$ cat src/rtl/multicycle_control.sv
// multicycle_control: Moore sequencer stepping the 16-bit MIPS datapath through
// fetch / decode / execute / writeback on a shared ALU. State advances on the
// falling clock edge. Optional build macro: MULTICYCLE_RETIRE_COUNT_EN adds a
// 16-bit retired-instruction counter output.
module multicycle_control (
    input  logic       clock,
    input  logic       reset,
    input  logic [3:0] Op,
    input  logic       Zero,
    output logic       PCWrite,
    output logic       IRWrite,
    output logic       RegWrite,
    output logic       RegDst,
    output logic       ALUSrcA,
    output logic [1:0] ALUSrcB,
    output logic [3:0] ALUControl,
    output logic       PCSource,
    output logic       Halted,
`ifdef MULTICYCLE_RETIRE_COUNT_EN
    output logic [15:0] Retired,
`endif
    output logic [2:0] State
);

    localparam int unsigned OP_W    = 4;
    localparam int unsigned STATE_W = 3;
    localparam int unsigned ALUC_W  = 4;

    localparam logic [ALUC_W-1:0] ALU_AND  = 4'b0000;
    localparam logic [ALUC_W-1:0] ALU_OR   = 4'b0001;
    localparam logic [ALUC_W-1:0] ALU_ADD  = 4'b0010;
    localparam logic [ALUC_W-1:0] ALU_SUB  = 4'b0110;
    localparam logic [ALUC_W-1:0] ALU_SLT  = 4'b0111;
    localparam logic [ALUC_W-1:0] ALU_NOR  = 4'b1100;
    localparam logic [ALUC_W-1:0] ALU_NAND = 4'b1101;

    localparam logic [OP_W-1:0] OP_ADDI = 4'b0111;
    localparam logic [OP_W-1:0] OP_BEQ  = 4'b1010;
    localparam logic [OP_W-1:0] OP_BNE  = 4'b1011;
    localparam logic [OP_W-1:0] OP_HALT = 4'b1111;
    localparam logic [OP_W-1:0] OP_RMAX = 4'b0110;

    typedef enum logic [STATE_W-1:0] {
        S_FETCH   = 3'd0,
        S_DECODE  = 3'd1,
        S_EXEC_R  = 3'd2,
        S_EXEC_I  = 3'd3,
        S_BRANCH  = 3'd4,
        S_WB      = 3'd5,
        S_HALT    = 3'd6,
        S_ILLEGAL = 3'd7
    } state_t;

    state_t          state_q;
    state_t          state_d;
    logic [OP_W-1:0] op_q;

    // State register, falling-edge clocked
    always_ff @(negedge clock or posedge reset) begin
        if (reset) begin
            state_q <= S_FETCH;
        end else begin
            state_q <= state_d;
        end
    end

    // Opcode capture on the DECODE exit edge; later Op changes are ignored
    always_ff @(negedge clock or posedge reset) begin
        if (reset) begin
            op_q <= '0;
        end else if (state_q == S_DECODE) begin
            op_q <= Op;
        end
    end

`ifdef MULTICYCLE_RETIRE_COUNT_EN
    // Retired-instruction counter: one per exit from WB or BRANCH, wraps naturally
    always_ff @(negedge clock or posedge reset) begin
        if (reset) begin
            Retired <= '0;
        end else if (state_q == S_WB || state_q == S_BRANCH) begin
            Retired <= Retired + 16'd1;
        end
    end
`endif

    // Next-state and per-state datapath controls
    always_comb begin
        state_d    = S_FETCH;
        PCWrite    = 1'b0;
        IRWrite    = 1'b0;
        RegWrite   = 1'b0;
        RegDst     = 1'b0;
        ALUSrcA    = 1'b0;
        ALUSrcB    = 2'b00;
        ALUControl = ALU_AND;
        PCSource   = 1'b0;
        Halted     = 1'b0;
        case (state_q)
            S_FETCH: begin
                IRWrite    = 1'b1;
                PCWrite    = 1'b1;
                ALUSrcB    = 2'b01;
                ALUControl = ALU_ADD;
                state_d    = S_DECODE;
            end
            S_DECODE: begin
                ALUSrcB    = 2'b11;
                ALUControl = ALU_ADD;
                if (Op <= OP_RMAX) begin
                    state_d = S_EXEC_R;
                end else if (Op == OP_ADDI) begin
                    state_d = S_EXEC_I;
                end else if (Op == OP_BEQ || Op == OP_BNE) begin
                    state_d = S_BRANCH;
                end else if (Op == OP_HALT) begin
                    state_d = S_HALT;
                end else begin
                    state_d = S_FETCH;
                end
            end
            S_EXEC_R: begin
                ALUSrcA = 1'b1;
                ALUSrcB = 2'b00;
                case (op_q)
                    4'd0:    ALUControl = ALU_ADD;
                    4'd1:    ALUControl = ALU_SUB;
                    4'd2:    ALUControl = ALU_AND;
                    4'd3:    ALUControl = ALU_OR;
                    4'd4:    ALUControl = ALU_NOR;
                    4'd5:    ALUControl = ALU_NAND;
                    4'd6:    ALUControl = ALU_SLT;
                    default: ALUControl = ALU_AND;
                endcase
                state_d = S_WB;
            end
            S_EXEC_I: begin
                ALUSrcA    = 1'b1;
                ALUSrcB    = 2'b10;
                ALUControl = ALU_ADD;
                state_d    = S_WB;
            end
            S_WB: begin
                RegWrite = 1'b1;
                RegDst   = (op_q <= OP_RMAX);
                state_d  = S_FETCH;
            end
            S_BRANCH: begin
                ALUSrcA    = 1'b1;
                ALUSrcB    = 2'b00;
                ALUControl = ALU_SUB;
                PCSource   = 1'b1;
                PCWrite    = (op_q == OP_BEQ && Zero) || (op_q == OP_BNE && !Zero);
                state_d    = S_FETCH;
            end
            S_HALT: begin
                Halted  = 1'b1;
                state_d = S_HALT;
            end
            default: begin
                state_d = S_FETCH;
            end
        endcase
    end

    assign State = STATE_W'(state_q);

endmodule

$ cat config.mk
export PLATFORM = sky130hd
export DESIGN_NAME = multicycle_control
export DESIGN_NICKNAME = d
export VERILOG_FILES = /design/src/rtl/multicycle_control.sv
export SDC_FILE = /design/constraint.sdc
export NUM_CORES = 1
export LEC_CHECK = 0
export CAP_MARGIN = 15
export CORE_MARGIN = 3
export CORE_UTILIZATION = 34
export DETAILED_ROUTE_END_ITERATION = 16
export PLACE_DENSITY = 0.68
export SETUP_SLACK_MARGIN = 0.05
export SKIP_CTS_REPAIR_TIMING = 1
export SLEW_MARGIN = 20
export SYNTH_ARGS = -nofsm -noshare
export SYNTH_HDL_FRONTEND = slang
export SYNTH_SLANG_ARGS = --single-unit
$ cat constraint.sdc
create_clock -name clock -period 1.45 [get_ports clock]
set_clock_uncertainty 0.15 [all_clocks]
set_input_delay 0.145 -clock clock [delete_from_list [all_inputs] [get_ports clock]]
set_output_delay 0.145 -clock clock [all_outputs]
set_load 0.02 [all_outputs]
* Word-level counts from Yosys, hierarchy flattened
Index checks and enable logic that the tools add are counted.
** Word-level totals
- Register bits :: 7
- Input port bits :: 7
- Output and inout port bits :: 16
- Word-level logic and storage cells :: 46
** Cells by class
- $lt $le $gt $ge :: 2
- Equality and inequality tests :: 17
- Multiplexer cells :: 15
- Reductions and logical operators :: 10
** Operator list (number)
- $pmux W4 S6 :: 1
- $eq A4 B4 Y1 const B :: 5
- $eq A4 B3 Y1 const B :: 4
- $mux W3 :: 4
- $pmux W3 S4 :: 1
- $pmux W4 S3 :: 1
- $eq A3 B3 Y1 const B :: 3
- $le A4 B3 Y1 const B :: 2
- $eq A3 B2 Y1 const B :: 2
- $mux W1 :: 6
- $pmux W2 S3 :: 1
- $reduce_or A3 Y1 :: 2
- $eq A4 B1 Y1 const B :: 1
- $eq A4 B2 Y1 const B :: 1
- $logic_not A4 Y1 :: 1
- $eq A3 B1 Y1 const B :: 1
- $logic_not A3 Y1 :: 1
- $logic_and A1 B1 Y1 :: 2
- $logic_or A1 B1 Y1 :: 2
- $pmux W1 S2 :: 1
- $reduce_or A2 Y1 :: 1
- $logic_not A1 Y1 :: 1

* Longest topological paths before layout
- Depth in word-level cells :: 6
- Mapped depth :: 4
- Gate-level depth less buffers :: 3

==> summary.md <==
| Metric | Value |
|---|---|
| Outcome | complete, but fails checks |
| Violations in the final reports | negative setup slack |
| Class of the most critical hold timing path | flop to flop |
| Routability congestion estimate from global placement | 0.712 |
| Inst Count DP | approximately 100 |
| Top Ports | 23 |
| Max Slew Vio Count | 0 |
| Maximum fanout count along the critical path | 6 |
| Yosys reg bits | 7 |
| Synthesized cell area | 480 µm² |
| Site row count | 12 |
| Global-route wire length before repair | 2.13 mm |
| Portion of total power attributed to the clock network | around 6.3% |
| Net Sw Power | 1.13 mW |
| Area of the multi-input gates | roughly 390 µm² |
| Input/output buffers | 22 |
| Clock Tree Root | sky130_fd_sc_hd__clkbuf_4 |
| Number of fill cells | 61 |
| Worst setup slack after layout | -1010 ps |
| Worst reg2reg startpoint | State[0]$_DFF_NP0_ |
| Final design area excluding fillers | 1060 µm² |
| Unrepaired setup endpoints after global routing | true |
| Worst-Skew Late Latency | about 260 ps |
| Maximum buffer depth of the clock tree | 2 |
| Number of antenna repair diodes | 0 |
| Post-CTS clock slew at the launch and capture registers of the worst setup and hold paths | around 40 ps |
| Hold Worst Slack | just over 500 ps |
| Sequential area share after synthesis | 36.5% |
| Vias per inst | 4.97 |
| Final HPWL from detailed placement | 1.02 mm |
| H-tree levels | 1 |
| Worst reg2reg endpoint | op_q[2]$_DFFE_NP0P_ |
| Post-layout util | 87.3% |
| DIE HEIGHT | roughly 44 µm |
| Total nets after synthesis | slightly below 60 |
| Total leakage power | between 0.5 and 0.6 nW |
| Worst setup path startpoint | State[1]$_DFF_NP0_ |
| Number of hold-slack violations in the final timing report | 0 |
| Vias in the first global route | 509 |
| Number of antenna violations at the first check in global routing | 0 |
| Pre-Repair DR Iteration Count | 2 |
| Number of design-rule violations left by the first detailed-router iteration | 1 |
| Overall global routing resource usage | 14.9% |
| Pwr dens | 2570 nW/µm² |
| Cell count of the worst hold path | 2 |
| Total number of vias | 571 |
| Share of total power in combinational logic | 77.2% |
| Launch instance of the worst min-delay path | op_q[1]$_DFFE_NP0P_ |
| Number of warnings reported in the yosys synthesis log | 0 |
| Placed Instance Area | between 900 and 1000 µm² |
| Worst Path Arrival | 2170 ps |
| Width of the die | 43.6 µm |
| Actual transition at the worst max-transition pin | 293 ps |
| Category of the worst setup path launch point | flop |
| Final Instance Count excl. Fillers | 115 |
| Syn Inst Count | 51 |
| Part of the total power dissipated in sequential elements | between 15 and 20% |
| Syn_area_per_cell | 9.42 µm² |
| Depth of the worst register-to-register path | 4 |
| Largest net degree at the start of global routing | 8 |
| Layout Area Growth over Synthesis | 121% |
| TritonCTS clock tree | done |
| Commonest non-fill, non-tap cells in the layout | 22 x sky130_fd_sc_hd__buf_4, 19 x sky130_fd_sc_hd__buf_6, 7 x sky130_fd_sc_hd__dfrtn_1, 4 x sky130_fd_sc_hd__mux2_4 |
| Total die area | 1900 µm² |
| Commonest non-fill, non-tap cell in the layout | sky130_fd_sc_hd__buf_4 |
| Initial core utilization | 39.5% |
| Num Clock Sinks | 7 |
| Sum of overflow across all layers after global routing | 0 |
| Hold Path End | op_q[1]$_DFFE_NP0P_ |
| Total setup violations reported at the end of the flow | 20 |
| Switching power as a share of total power | 41.6% |
| Max_cap viols | 0 |
| Core region area | 1220 µm² |
| Storage element area | 175 µm² |
| Setup TNS Final | -14070 ps |
| Startpoint-to-endpoint class of the critical path | flop to primary output |
| Fraction of final layout cells sized beyond drive strength 1 | 70.3% |
| Max-slew headroom | 80.4% |
| Nets@finish | 109 |
| Number of distinct library cells after synthesis | 25 |
| WP data required | 1150 ps |
| Type of destination of the critical path | primary output |
| Worst-case vdd ir drop | 1910 µV |
| Internal power | 1.59 mW |
| Setup Slack @ Placement | -1150 ps |
| Number of buffers inserted during clock tree synthesis | 3 |
| WL final | between 1.5 and 2 mm |
| Count of unresolved DRC violations after routing | 0 |
| Total power after layout | 2.73 mW |
| Post-DR wirelength/cell | 13.7 µm |
| Antenna violation net count after detailed routing | 0 |
| Minimum setup slack among reg-to-reg paths | -160 ps |
worst max-delay path by stage:
stage | cells past startpoint | slack (ps) | endpoint
finish | 4 | -1010 | ALUControl[3]
global route | 4 | -1120 | ALUControl[3]
CTS | 3 | -1430 | ALUControl[3]
detailed placement | 3 | -1150 | ALUControl[3]
global placement | 4 | -1130 | RegDst
floorplan | 3 | -790 | RegDst
synthesized netlist by cell type, drive strengths merged:
cell type,count,area (µm²)
nand2,4,15.0
buf,2,10.0
nor3b,2,15.0
xor2,2,17.5
o21ai,3,15.0
a211o,1,8.76
a41oi,1,8.76
a311oi,1,8.76
nor2b,2,20.0
a21oi,2,10.0
mux2,4,60.1
nand3b,2,15.0
nor2,4,15.0
inv,5,18.8
a21o,1,7.51
nand3,1,5.00
nand4b,1,8.76
nand2b,1,6.26
nor3,1,5.00
a21boi,1,7.51
and2b,1,10.0
o21a,1,7.51
dfrtn,7,175
mux2i,1,10.0
cell families (layout without fill, tap and decap cells):
family	Yosys count	count (layout)	synth area share (%)
AOI/OAI and AO/OA	11	11	15.4
DFF	7	7	36.5
buffers and inverters	7	57	5.99
xor gates and xnor gates	2	2	3.65
muxes	5	5	14.6
and+or+nand+nor	19	19	24.0
final cells by class:
class,instances,area share (%)
Sequential cell,7,16.5
Timing Repair Buffer,48,41.3
Tap cell,14,1.65
Inverter,5,1.77
Multi-Input combinational cell,37,36.3
Clock buffer,4,2.47
critical path, stage by stage, from the launching register on:
cell and delay (ps):
sky130_fd_sc_hd__dfrtn_1 520, sky130_fd_sc_hd__nand3b_1 180, sky130_fd_sc_hd__buf_4 180, sky130_fd_sc_hd__nor3b_4 160, sky130_fd_sc_hd__buf_6 140
state kept, by name, indices dropped and copies added (netlist names):
signal / cells
op_q: 4
State: 3
power by group through the flow:
stage,registers [mW],clock network [mW],logic [mW]
floorplan,0.501,0,0.927
CTS,0.451,0.180,1.79
detailed placement,0.454,0,1.78
finish,0.450,0.173,2.11
global placement,0.451,0,1.76
global route,0.463,0.198,2.25
metal layers:
layer | GRT usage [%] | vias to the layer above | part of all wire [%]
li1 | - | 276 | -
met1 | 17.2 | 271 | 41
met4 | 10.8 | 0 | 1.7
met3 | 2.49 | 4 | 5.4
met2 | 24.4 | 20 | 52
met5 | 0 | - | 0
(Power assumes the default switching activity.)
